## src/rtl/bg_scroll_scheduler.sv

```systemverilog
// Frame-synchronous scheduler for three scrolling background layers: per-layer
// scroll offsets advanced on each vsync rising edge, plus a one-hot layer select FSM.

module bg_scroll_lane #(
  parameter int H_WRAP = 640,
  parameter int OFF_W  = 10
) (
  input  logic             clk,
  input  logic             rst,
  input  logic             en,
  input  logic [3:0]       spd,
  input  logic             dir,
  output logic [OFF_W-1:0] off
);
  localparam logic [OFF_W:0] WRAP = (OFF_W+1)'(H_WRAP);

  logic [OFF_W:0] ext, diff, res;

  assign ext = {1'b0, off};

  // One extra bit: a set MSB after subtraction means the offset went negative.
  always_comb begin
    if (dir) begin
      diff = ext - (OFF_W+1)'(spd);
      res  = diff[OFF_W] ? diff + WRAP : diff;
    end else begin
      diff = ext + (OFF_W+1)'(spd);
      res  = (diff >= WRAP) ? diff - WRAP : diff;
    end
  end

  always_ff @(posedge clk) begin
    if (rst)     off <= '0;
    else if (en) off <= res[OFF_W-1:0];
  end
endmodule

module bg_scroll_scheduler #(
  parameter int H_WRAP  = 640,
  parameter int DWELL_W = 8
) (
  input  logic       clk,
  input  logic       rst,
  input  logic       vsync,
  input  logic       wr_en,
  input  logic [2:0] wr_addr,
  input  logic [7:0] wr_data,
  output logic [2:0] layer_sel,
  output logic [9:0] scroll_x0,
  output logic [9:0] scroll_x1,
  output logic [9:0] scroll_x2,
  output logic       frame_tick,
  output logic       switch_irq
);
  localparam int NUM_LAYERS = 3;
  localparam int OFF_W      = 10;

  typedef struct packed {
    logic               run;
    logic               auto_en;
    logic [2:0]         mask;
    logic [DWELL_W-1:0] dwell;
    logic [1:0]         sel;
  } ctrl_t;

  typedef enum logic [1:0] {IDLE, MANUAL, SHOW, BLANK} state_t;

  ctrl_t                            ctrl;
  logic [NUM_LAYERS-1:0][4:0]       speed;
  logic [NUM_LAYERS-1:0][OFF_W-1:0] offs;

  logic vsync_q, armed;

  state_t             state, state_d;
  logic [1:0]         cur, cur_d, nxt, nxt_d;
  logic [DWELL_W-1:0] cnt, cnt_d;
  logic [2:0]         sel_d;
  logic               irq_d;
  logic               reenter;
  logic [2:0]         nab;

  function automatic logic [2:0] onehot(input logic [1:0] i);
    case (i)
      2'd0:    onehot = 3'b001;
      2'd1:    onehot = 3'b010;
      2'd2:    onehot = 3'b100;
      default: onehot = 3'b000;
    endcase
  endfunction

  function automatic logic [1:0] lowest(input logic [2:0] m);
    if (m[0])      lowest = 2'd0;
    else if (m[1]) lowest = 2'd1;
    else           lowest = 2'd2;
  endfunction

  // {found, index} of the next mask bit above c, wrapping, never c itself.
  function automatic logic [2:0] next_above(input logic [1:0] c, input logic [2:0] m);
    logic [1:0] c1, c2;
    c1 = (c == 2'd2) ? 2'd0 : c + 2'd1;
    c2 = (c1 == 2'd2) ? 2'd0 : c1 + 2'd1;
    next_above = 3'b000;
    if (m[c1])      next_above = {1'b1, c1};
    else if (m[c2]) next_above = {1'b1, c2};
  endfunction

  always_ff @(posedge clk) begin
    if (rst) begin
      ctrl  <= '0;
      speed <= '0;
    end else if (wr_en) begin
      case (wr_addr)
        3'd0: begin
          ctrl.run     <= wr_data[0];
          ctrl.auto_en <= wr_data[1];
          ctrl.mask    <= wr_data[4:2];
        end
        3'd1:    ctrl.dwell <= DWELL_W'(wr_data);
        3'd2:    speed[0]   <= wr_data[4:0];
        3'd3:    speed[1]   <= wr_data[4:0];
        3'd4:    speed[2]   <= wr_data[4:0];
        3'd5:    ctrl.sel   <= wr_data[1:0];
        default: ;
      endcase
    end
  end

  // armed blocks a tick from a vsync that was already high at reset release.
  always_ff @(posedge clk) begin
    if (rst) begin
      vsync_q    <= 1'b0;
      armed      <= 1'b0;
      frame_tick <= 1'b0;
    end else begin
      vsync_q    <= vsync;
      if (!vsync) armed <= 1'b1;
      frame_tick <= vsync & ~vsync_q & armed;
    end
  end

  for (genvar i = 0; i < NUM_LAYERS; i++) begin : g_lane
    bg_scroll_lane #(.H_WRAP(H_WRAP), .OFF_W(OFF_W)) u_lane (
      .clk (clk),
      .rst (rst),
      .en  (frame_tick & ctrl.run),
      .spd (speed[i][3:0]),
      .dir (speed[i][4]),
      .off (offs[i])
    );
  end

  assign scroll_x0 = offs[0];
  assign scroll_x1 = offs[1];
  assign scroll_x2 = offs[2];

  assign nab     = next_above(cur, ctrl.mask);
  assign reenter = (state == IDLE)
                || (state == MANUAL && ctrl.auto_en)
                || ((state == SHOW || state == BLANK) && !ctrl.auto_en);

  always_comb begin
    state_d = state;
    cur_d   = cur;
    nxt_d   = nxt;
    cnt_d   = cnt;
    sel_d   = layer_sel;
    irq_d   = 1'b0;
    if (frame_tick) begin
      if (!ctrl.run) begin
        state_d = IDLE;
      end else if (reenter) begin
        if (!ctrl.auto_en) begin
          state_d = MANUAL;
        end else if (ctrl.mask != 3'b000) begin
          state_d = SHOW;
          cur_d   = lowest(ctrl.mask);
          cnt_d   = '0;
        end else begin
          state_d = IDLE;
        end
      end else begin
        case (state)
          SHOW: begin
            if (ctrl.mask == 3'b000) begin
              state_d = IDLE;
            end else if (!ctrl.mask[cur]) begin
              cur_d = lowest(ctrl.mask);
              cnt_d = '0;
            end else if (ctrl.dwell != '0 && cnt + DWELL_W'(1) == ctrl.dwell) begin
              if (nab[2]) begin
                nxt_d   = nab[1:0];
                state_d = BLANK;
              end else begin
                cnt_d = '0;
              end
            end else begin
              cnt_d = cnt + DWELL_W'(1);
            end
          end
          BLANK: begin
            cur_d   = nxt;
            cnt_d   = '0;
            state_d = SHOW;
            irq_d   = 1'b1;
          end
          default: ;
        endcase
      end
      case (state_d)
        MANUAL:  sel_d = onehot(ctrl.sel);
        SHOW:    sel_d = onehot(cur_d);
        default: sel_d = 3'b000;
      endcase
    end
  end

  always_ff @(posedge clk) begin
    if (rst) begin
      state      <= IDLE;
      cur        <= 2'd0;
      nxt        <= 2'd0;
      cnt        <= '0;
      layer_sel  <= 3'b000;
      switch_irq <= 1'b0;
    end else begin
      state      <= state_d;
      cur        <= cur_d;
      nxt        <= nxt_d;
      cnt        <= cnt_d;
      layer_sel  <= sel_d;
      switch_irq <= irq_d;
    end
  end
endmodule

```

## config.mk

```make
export PLATFORM = sky130hd
export DESIGN_NAME = bg_scroll_scheduler
export DESIGN_NICKNAME = d
export VERILOG_FILES = /design/src/rtl/bg_scroll_scheduler.sv
export SDC_FILE = /design/constraint.sdc
export NUM_CORES = 1
export LEC_CHECK = 0
export ABC_AREA = 1
export CAP_MARGIN = 5
export CORE_MARGIN = 2
export CORE_UTILIZATION = 54
export CTS_CLUSTER_SIZE = 20
export DETAILED_ROUTE_END_ITERATION = 10
export PLACE_DENSITY_LB_ADDON = 0.3
export SETUP_SLACK_MARGIN = 0.4
export SLEW_MARGIN = 20
export SYNTH_ARGS = -nofsm -noshare
export SYNTH_HDL_FRONTEND = slang
export SYNTH_HIERARCHICAL = 1
export SYNTH_SLANG_ARGS = --single-unit
```

## constraint.sdc

```tcl
create_clock -name clk -period 2.2 [get_ports clk]
set_input_delay 0.44 -clock clk [delete_from_list [all_inputs] [get_ports clk]]
set_output_delay 0.44 -clock clk [all_outputs]
set_load 0.02 [all_outputs]
```

# Word level (Yosys, flattened, before mapping)
# Cells that the tools add are included.
# W data, S select, Z words.
[word_totals]
word_cells = 145
regBits = 81
output_inout_bits = 35
inputBits = 15
[op_classes]
add_sub_neg = 15
eq_ne = 21
n_lt_le_gt_ge = 6
bitwise_logic = 8
muxes = 51
reduce_logical = 24
[op_table]
columns = ["op", "n"]
rows = [
  ["$mux W10", 9],
  ["$mux W8", 7],
  ["$mux W2", 20],
  ["$add A10 B4 Y11", 3],
  ["$ge A11 B10 Y1 const B", 3],
  ["$sub A10 B4 Y11", 3],
  ["$add A10 B10 Y10 const B", 3],
  ["$sub A10 B10 Y10 const B", 3],
  ["$pmux W3 S3", 2],
  ["$pmux W8 S2", 1],
  ["$eq A2 B2 Y1 const B", 7],
  ["$reduce_and A2 Y1", 6],
  ["$lt A2 B3 Y1 const B", 3],
  ["$add A8 B1 Y8 const B", 1],
  ["$eq A2 B1 Y1 const B", 4],
  ["$eq A8 B8 Y1", 1],
  ["$pmux W2 S2", 2],
  ["$reduce_and A8 Y1", 1],
  ["$reduce_bool A8 Y1", 1],
  ["$reduce_and A7 Y1", 1],
  ["$bmux W1 S2", 3],
  ["$eq A3 B2 Y1 const B", 2],
  ["$eq A3 B3 Y1 const B", 2],
  ["$logic_not A2 Y1", 3],
  ["17 further kinds", 34],
]

# Logic depth before layout (Yosys ltp)
# Gate-level depths: netlist (run 1).
[depth]
ltp_word = 18
ltp_mapped = 20
mapped_depth_nobuf = 20

# Modules after synthesis
# Netlist (run 1), hierarchy kept.
[by_module_without_submodules]
columns = ["mod", "seq_area_each_um2", "cells_each", "instances", "area_per_inst_um2"]
rows = [
  ["bg_scroll_lane", 200.2, 203, 3, 1236.2],
  ["bg_scroll_scheduler", 1021.0, 424, 1, 2766.4],
]

# Least setup slack after synthesis (run 1)
# OpenSTA, ideal clock, no wires.
[synth_timing]
path_kind = "reg-to-reg"
startpoint = "register g_lane[0].u_lane.off[0]"
endpoint = "register g_lane[0].u_lane.off[9]"
slack_ns = -0.238
setup_time_ns = 0.119
period_less_slack_ns = 2.438
path_buffers = 0
t_required_ns = 2.081
t_arrival_ns = 2.319
path_stages_with_launch = 18
path_cell_list = "dfxtp_1 > inv_1 > ha_1 > fa_1 > inv_1 > nand2_1 > nand2_1 > a21oi_1 > nand2_1 > nor2_4 > o21ai_1 > o21ai_0 > ha_1 > nand3b_1 > a21oi_1 > nor2_1 > nor2_1 > a21oi_1"
[synth_via]
elab_chain_len = 4
elab_cells_between_ends = 8
classes_between = "4 x add/sub; 1 x order compare; 3 x mux"
[synth_rtl]
columns = ["element", "line_no", "source"]
rows = [
  ["from (decl)", "13", "output logic [OFF_W-1:0] off"],
  ["from (signal assigned)", "34", "else if (en) off <= res[OFF_W-1:0];"],
  ["$add A10 B4 Y11 or $sub A10 B4 Y11 (tied branches)", "27, 24", ""],
  ["$sub A10 B10 Y10, or another cell as far along", "28", "res = (diff >= WRAP) ? diff - WRAP : diff;"],
  ["$mux W10 (on tied branches)", "28, 25", ""],
  ["$mux W10 (*)", "23", "if (dir) begin"],
]
# Mark *: on every way between the ends. The rest lies on a longest branch, timed or not.
# A chain may end at the register's enable or synchronous reset.

# Worst setup path after layout (run 1)
[layout_timing]
startpoint = "register speed[7] (netlist bit)"
endpoint = "register g_lane[1].u_lane.off[9]"
[layout_via]
elab_chain_len = 4
elab_cells_between_ends = 8
classes_between = "4 x add/sub; 1 x order compare; 3 x mux"
[layout_rtl]
columns = ["element", "line_no", "source"]
rows = [
  ["from (decl)", "69", "logic [NUM_LAYERS-1:0][4:0] speed;"],
  ["$add A10 B4 Y11 or $sub A10 B4 Y11 (tied branches)", "27, 24", ""],
  ["$sub A10 B10 Y10, or another cell as far along", "28", ""],
  ["$mux W10 (on tied branches)", "28, 25", ""],
  ["$mux W10 (*)", "23", ""],
  ["to (signal assigned)", "34", ""],
  ["to (decl)", "13", ""],
]
# Marked as above.

==> impl_metrics.ini, run 1 <==
[status]
status = finished, violations left
violations = setup timing

[die]
start_util_pct = 56.0
die-area_um2 = 12900
io_pins = 50
core_area_um2 = 11600
num_rows = 39
die-height_um = 114
die_w_um = 114

[critical_path]
crit_path_start_kind = flop
cp.arrival_ps = 2700
crit_path_end_kind = flop
path_class = flop to flop
rrSetupSlack_ps = -250
path_max_fanout = 6
required_ps = 2450

[timing]
drv_slew = 0
post-route-min-period_ps = 2450
timing.fmax_mhz = 408
worst_pin_slew_ps = 561
max_slew_margin_pct = 62.5
finalSetupViolations = 14
fin_crit_sh_pct = 111
setup_slack_ps = -251
fin_worst_skew_ps = 6.48
finalHoldWorstSlack_ps = 403
hold_violations = 0
rsz0062_at_grt = true

[yosys]
synth_fa_ha_area_share_pct = 8.23
postSynthAreaPerCell_um2 = 6.27
ys_top_cells_by_area = dfxtp_1 25%, nand2_1 14%, inv_1 8.6%
yosys.area.top_type = dfxtp_1
yosysWarnings = 6
synth_compound_gate_area_share_pct = 15.1
synth_cell_type_count = 43
synth_top_area_share_pct = 25.0
netlist_area_um2 = 6470
seq_area_frac_synth_pct = 25.0
muxShareOfSynthArea_pct = 0
synth_xor_area_share_pct = 1.20
synth_top_family_by_area = simple AND/OR/NAND/NOR gates
syn-num-nets = 1087
syn_inst = 1033
synthSimpleGateAreaFrac_pct = 38.4
synth_seq_cells = 81

[drt]
wl_met1_mm = 8.51
postRouteAntennaNets = 0
drtIter0Drc = 919
via_per_inst = 5.88
via_count = 7977
drt_wl_total_mm = 23.6
met3_wirelength_mm = 1.75
top_layer = met4
first_pass_iters = 6
met2_length_mm = 12.0
drc = 0
wl_per_cell_um = 17.4

[placed_design]
io_buffer_count = 49
place_inst = 1282
place_hpwl_mm = 12.6
place.gp.congestion = 0.931

[clock_tree]
tritoncts = built
htreeDepth = 3
cts_root_buf = clkbuf_16
cts_made_buffers = 9
clk_pin_slew_worst_paths_ps = 60
clk_latency_ps = 350
clkSinkCount = 81
cts_buffer_depth = 2

[job]
drv_cap = 0

[layout]
finish.utilization_pct = 82.3
drive_gt1_share_pct = 35.7
final_nets = 1263
final_common_cell = nand2_1
final_cell_count_no_fill = 1357
n_fill_cell = 676
num_antenna_cells = 0
final_cell_mix = 186 x nand2_1, 131 x inv_1, 99 x nor2_1
syn2layout_area_growth_pct = 47.0

[grt]
grt_use_total_pct = 29.9
grt.overflow.total = 0
grt_pass1_wl_mm = 31.4
grt_pass1_vias = 7026
antenna_found_initial = 0
grt_max_degree = 57

[power]
p_leak_nw = 4.50
p_per_area_nw_per_um2 = 405
ir_drop_mv = 0.446

[min_path]
hold_class = flop to flop
-- stage by stage --
step	total power, mW	setup TNS [ps]	instance area, um^2	setup slack [ps]
after detailed placement	2.05	-670	7800	-126
after floorplan	1.86	0	6670	2.86
after global routing	3.96	-3440	9520	-427
after global placement	2.03	-156	7800	-54.2
final	3.86	-1700	9520	-251
after CTS	3.70	-245	8740	-79.5
-- metal layers --
| layer | global-route usage [%] | vias up |
|---|---|---|
| li1 | - | 3709 |
| met1 | 33.7 | 3617 |
| met2 | 54.7 | 490 |
| met3 | 5.90 | 161 |
| met4 | 13.1 | 0 |
| met5 | 0 | - |
-- flip-flops by register name (all words and copies together) (netlist names) --
register / cells
speed: 15
state: 2
cur: 2
g_lane.u_lane/off: 30
frame_tick: 1
armed: 1
vsync_q: 1
switch_irq: 1
nxt: 2
layer_sel: 3
cnt: 8
ctrl: 15
-- final timing paths --
kind,depth (start not counted),start,endpoint
worst max-delay path,14,speed[7]$_SDFFE_PP0P_,g_lane[1].u_lane/off[9]$_SDFFE_PP0P_
worst min-delay path,1,vsync_q$_SDFF_PP0_,frame_tick$_SDFF_PP0_
worst max register to register,14,speed[7]$_SDFFE_PP0P_,g_lane[1].u_lane/off[9]$_SDFFE_PP0P_
worst min register to register,1,vsync_q$_SDFF_PP0_,frame_tick$_SDFF_PP0_
-- power by group --
group / switching [mW] / internal [mW] / leakage, nW
Clock: 0.646 / 0.973 / 0.153
Sequential: 0.0270 / 1.48 / 0.671
Combinational: 0.400 / 0.327 / 3.68
-- cell usage after synthesis (all sizes together) --
master   number
o22ai         3
nor4          2
o221ai        6
or2           3
nor3         15
xor2          4
nor2        127
a31oi         1
ha           33
clkbuf        8
nand3       111
and3          1
clkinv        4
a21oi        67
a21boi        1
o211ai       22
dfxtp        81
o21ai        64
xnor2         4
nand2       271
buf          11
nand3b        6
o2111ai       3
fa            6
nand4        13
inv         166
-- final cells by class --
cell class	count	area, um^2	area share, %
repair buffers	184	1690	17.8
inverters	170	663	6.97
well taps	143	179	1.88
clock buffers	14	274	2.88
clock inverters	2	35.0	0.368
flip-flops and latches	81	1680	17.6
multi-input cells	763	5000	52.5
-- kinds of logic (layout without fill, tap and decap cells) --
group                      after synthesis  count (layout)
and+or+nand+nor                        549             549
adders and majority gates               39              39
DFF                                     81              81
AOI/OAI and AO/OA                      167             167
buffers and inverters                  189             370
xor gates and xnor gates                 8               8
-- worst max-delay path, stage by stage (launching register included) --
cell,delay [ps]
dfxtp_1,340
inv_1,70
ha_4,270
a21oi_1,220
nand2_2,90
nand4_1,170
nand2_1,120
nand2_1,180
nand2_2,100
ha_4,160
nand3b_1,190
a21oi_1,170
nor2_1,80
nor2_1,100
a21oi_1,60
-- what timing repair did --
item | CTS | global route
setup endpoints to repair | 52 | 41
cloned | 0 | 0
setup buffers | 40 | 19
hold buffers | 0 | 0
resized for setup | 115 | 172
endpoints found under the hold margin | 0 | 0
pin swaps | 90 | 94
(Power assumes the default switching activity.)
==> run 2, diff against run 1 <==
CORE_MARGIN = 5   (was 2)
==> run 2 against run 1 <==
Against the previous run:
- the run still ends with setup timing left
- flip-flop and latch count stayed put
- global-route usage is 4.1 points lower
- cell area is 4.7% lower
- worst hold slack worse by 10 ps
- via count is 5.1% lower
- critical path depth is 4 higher
- critical path type unchanged
- largest power group is now registers
==> impl_metrics.ini, run 2 (synthesis gave the netlist of run 1 again) <==
[placed_design]
place.gp.congestion = 0.894
place_hpwl_mm = 12.5
io_buffer_count = 49
place_inst = 1270
dpl-instance-area_um2 = 7680

[layout]
num_antenna_cells = 0
final_cell_count_no_fill = 1337
final_nets = 1240
final_cell_area_um2 = 9070
regArea_um2 = 1680
syn2layout_area_growth_pct = 40.1
n_fill_cell = 831
final_cell_mix = 194 x nand2_1, 130 x inv_1, 98 x nor2_1
top_regs = g_lane.u_lane/off (30), ctrl (15), speed (15)
drive_gt1_share_pct = 32.8
final_common_cell = nand2_1
multiInputGateArea_um2 = 4880
largest_reg_flops = 30
regMostFlops = g_lane.u_lane/off

[critical_path]
crit_path_start_kind = flop
r2r-start = speed[6]$_SDFFE_PP0P_
required_ps = 2470
slowest_delay_ps = 360
crit_path_top_delay_cell = dfxtp_4
crit_path_end_kind = flop
worstPathCellList = inv_1 > ha_1 > inv_2 > nor2_2 > nand2_1 > nand2_2 > nand4_1 > nand2_1 > inv_1 > nand2_1 > nand2_2 > ha_4 > nand3b_1 > nand3_1 > nand2_1 > nor2_1 > nor2_1 > a21oi_1
crit_family = simple AND/OR/NAND/NOR gates
cp.arrival_ps = 2710
crit_buf_inv = 3
critical_path.startpoint = speed[6]$_SDFFE_PP0P_
cpMostUsedCell = nand2_1
path_class = flop to flop
path_max_fanout = 4

[timing]
finalHoldWorstSlack_ps = 393
rsz0062_at_grt = true
worst_pin_slew_ps = 547
fin_crit_sh_pct = 111
timing.fmax_mhz = 410
fin_worst_skew_ps = 8.42
post-route-min-period_ps = 2440
hold_violations = 0
max_slew_margin_pct = 63.4
finalSetupViolations = 13
setup_slack_ps = -238
drv_slew = 0
finalSetupTns_ps = -1220

[min_path]
hold_class = flop to flop
hp-start = vsync_q$_SDFF_PP0_

[drt]
via_per_inst = 5.66
drtIter0Drc = 740
wl_per_cell_um = 15.6
drt_wl_total_mm = 20.9
first_pass_iters = 6
drc = 0
postRouteAntennaNets = 0
via_count = 7570

[clock_tree]
cts_made_buffers = 9
clk_latency_ps = 350
htreeDepth = 3
tritoncts = built
hold_buffers = 0
clk_pin_slew_worst_paths_ps = 60
cts_root_buf = clkbuf_16
cts_buffer_depth = 2
clkSinkCount = 81

[grt]
grt_max_degree = 57
grt_use_total_pct = 25.8
grt.overflow.total = 0
grt_pass1_wl_mm = 31.0
antenna_found_initial = 0
grt_pass1_vias = 6892

[power]
ir_drop_mv = 0.329
power_mw = 3.68
p_leak_nw = 4.28
p_per_area_nw_per_um2 = 406

[die]
start_util_pct = 54.6
num_rows = 40
die-area_um2 = 14300
die_w_um = 120
die-height_um = 120
io_pins = 50
core_area_um2 = 11900

[status]
status = finished, violations left
violations = setup timing

[job]
drv_cap = 0
-- run 2: metrics by stage --
step           utilization [%]  setup slack, ps
2_1_floorplan                -             2.86
3_5_place_dp              64.7            -87.2
3_3_place_gp              64.7            -21.5
5_1_grt                   76.5             -370
6_report                  76.5             -238
4_1_cts                   71.0            -58.0
-- run 2: cell type report --
type | instances | area share (%)
clock buffers | 11 | 2.80
clock inverters | 4 | 0.303
flip-flops and latches | 81 | 18.6
multi-input cells | 764 | 53.8
repair buffers | 160 | 15.1
well taps | 147 | 2.03
inverters | 170 | 7.37
-- run 2: final timing paths --
path                                               end  slack, ps  cells past startpoint
setup reg to reg  g_lane[1].u_lane/off[9]$_SDFFE_PP0P_       -240                     18
hold reg to reg                  frame_tick$_SDFF_PP0_        390                      1
hold / removal                   frame_tick$_SDFF_PP0_        390                      1
setup / recovery  g_lane[1].u_lane/off[9]$_SDFFE_PP0P_       -240                     18
-- run 2: timing repair --
item,CTS,global route
cloned,1,0
setup buffers,29,22
gates resized for setup,94,139
endpoints found under the setup margin,50,36
pin swaps,48,57
-- run 2: layer usage --
metal	vias to the layer above	wire (um)	global-route usage (%)
met3	62	1460	3.63
li1	3657	-	-
met4	0	629	10.5
met1	3498	8650	32.6
met5	-	0	0
met2	353	10200	44.3
-- run 2: worst reg2reg max path: stages, from the launching register on --
cell,delay [ps]
dfxtp_4,360
inv_1,50
ha_1,280
inv_2,40
nor2_2,100
nand2_1,90
nand2_2,90
nand4_1,130
nand2_1,140
inv_1,80
nand2_1,90
nand2_2,70
ha_4,150
nand3b_1,200
nand3_1,140
nand2_1,60
nor2_1,90
nor2_1,50
a21oi_1,150
-- run 2: power breakdown --
| group | switching, mW | internal (mW) |
|---|---|---|
| clock network | 0.649 | 0.829 |
| registers | 0.0270 | 1.48 |
| logic | 0.383 | 0.309 |
| total | 1.06 | 2.62 |
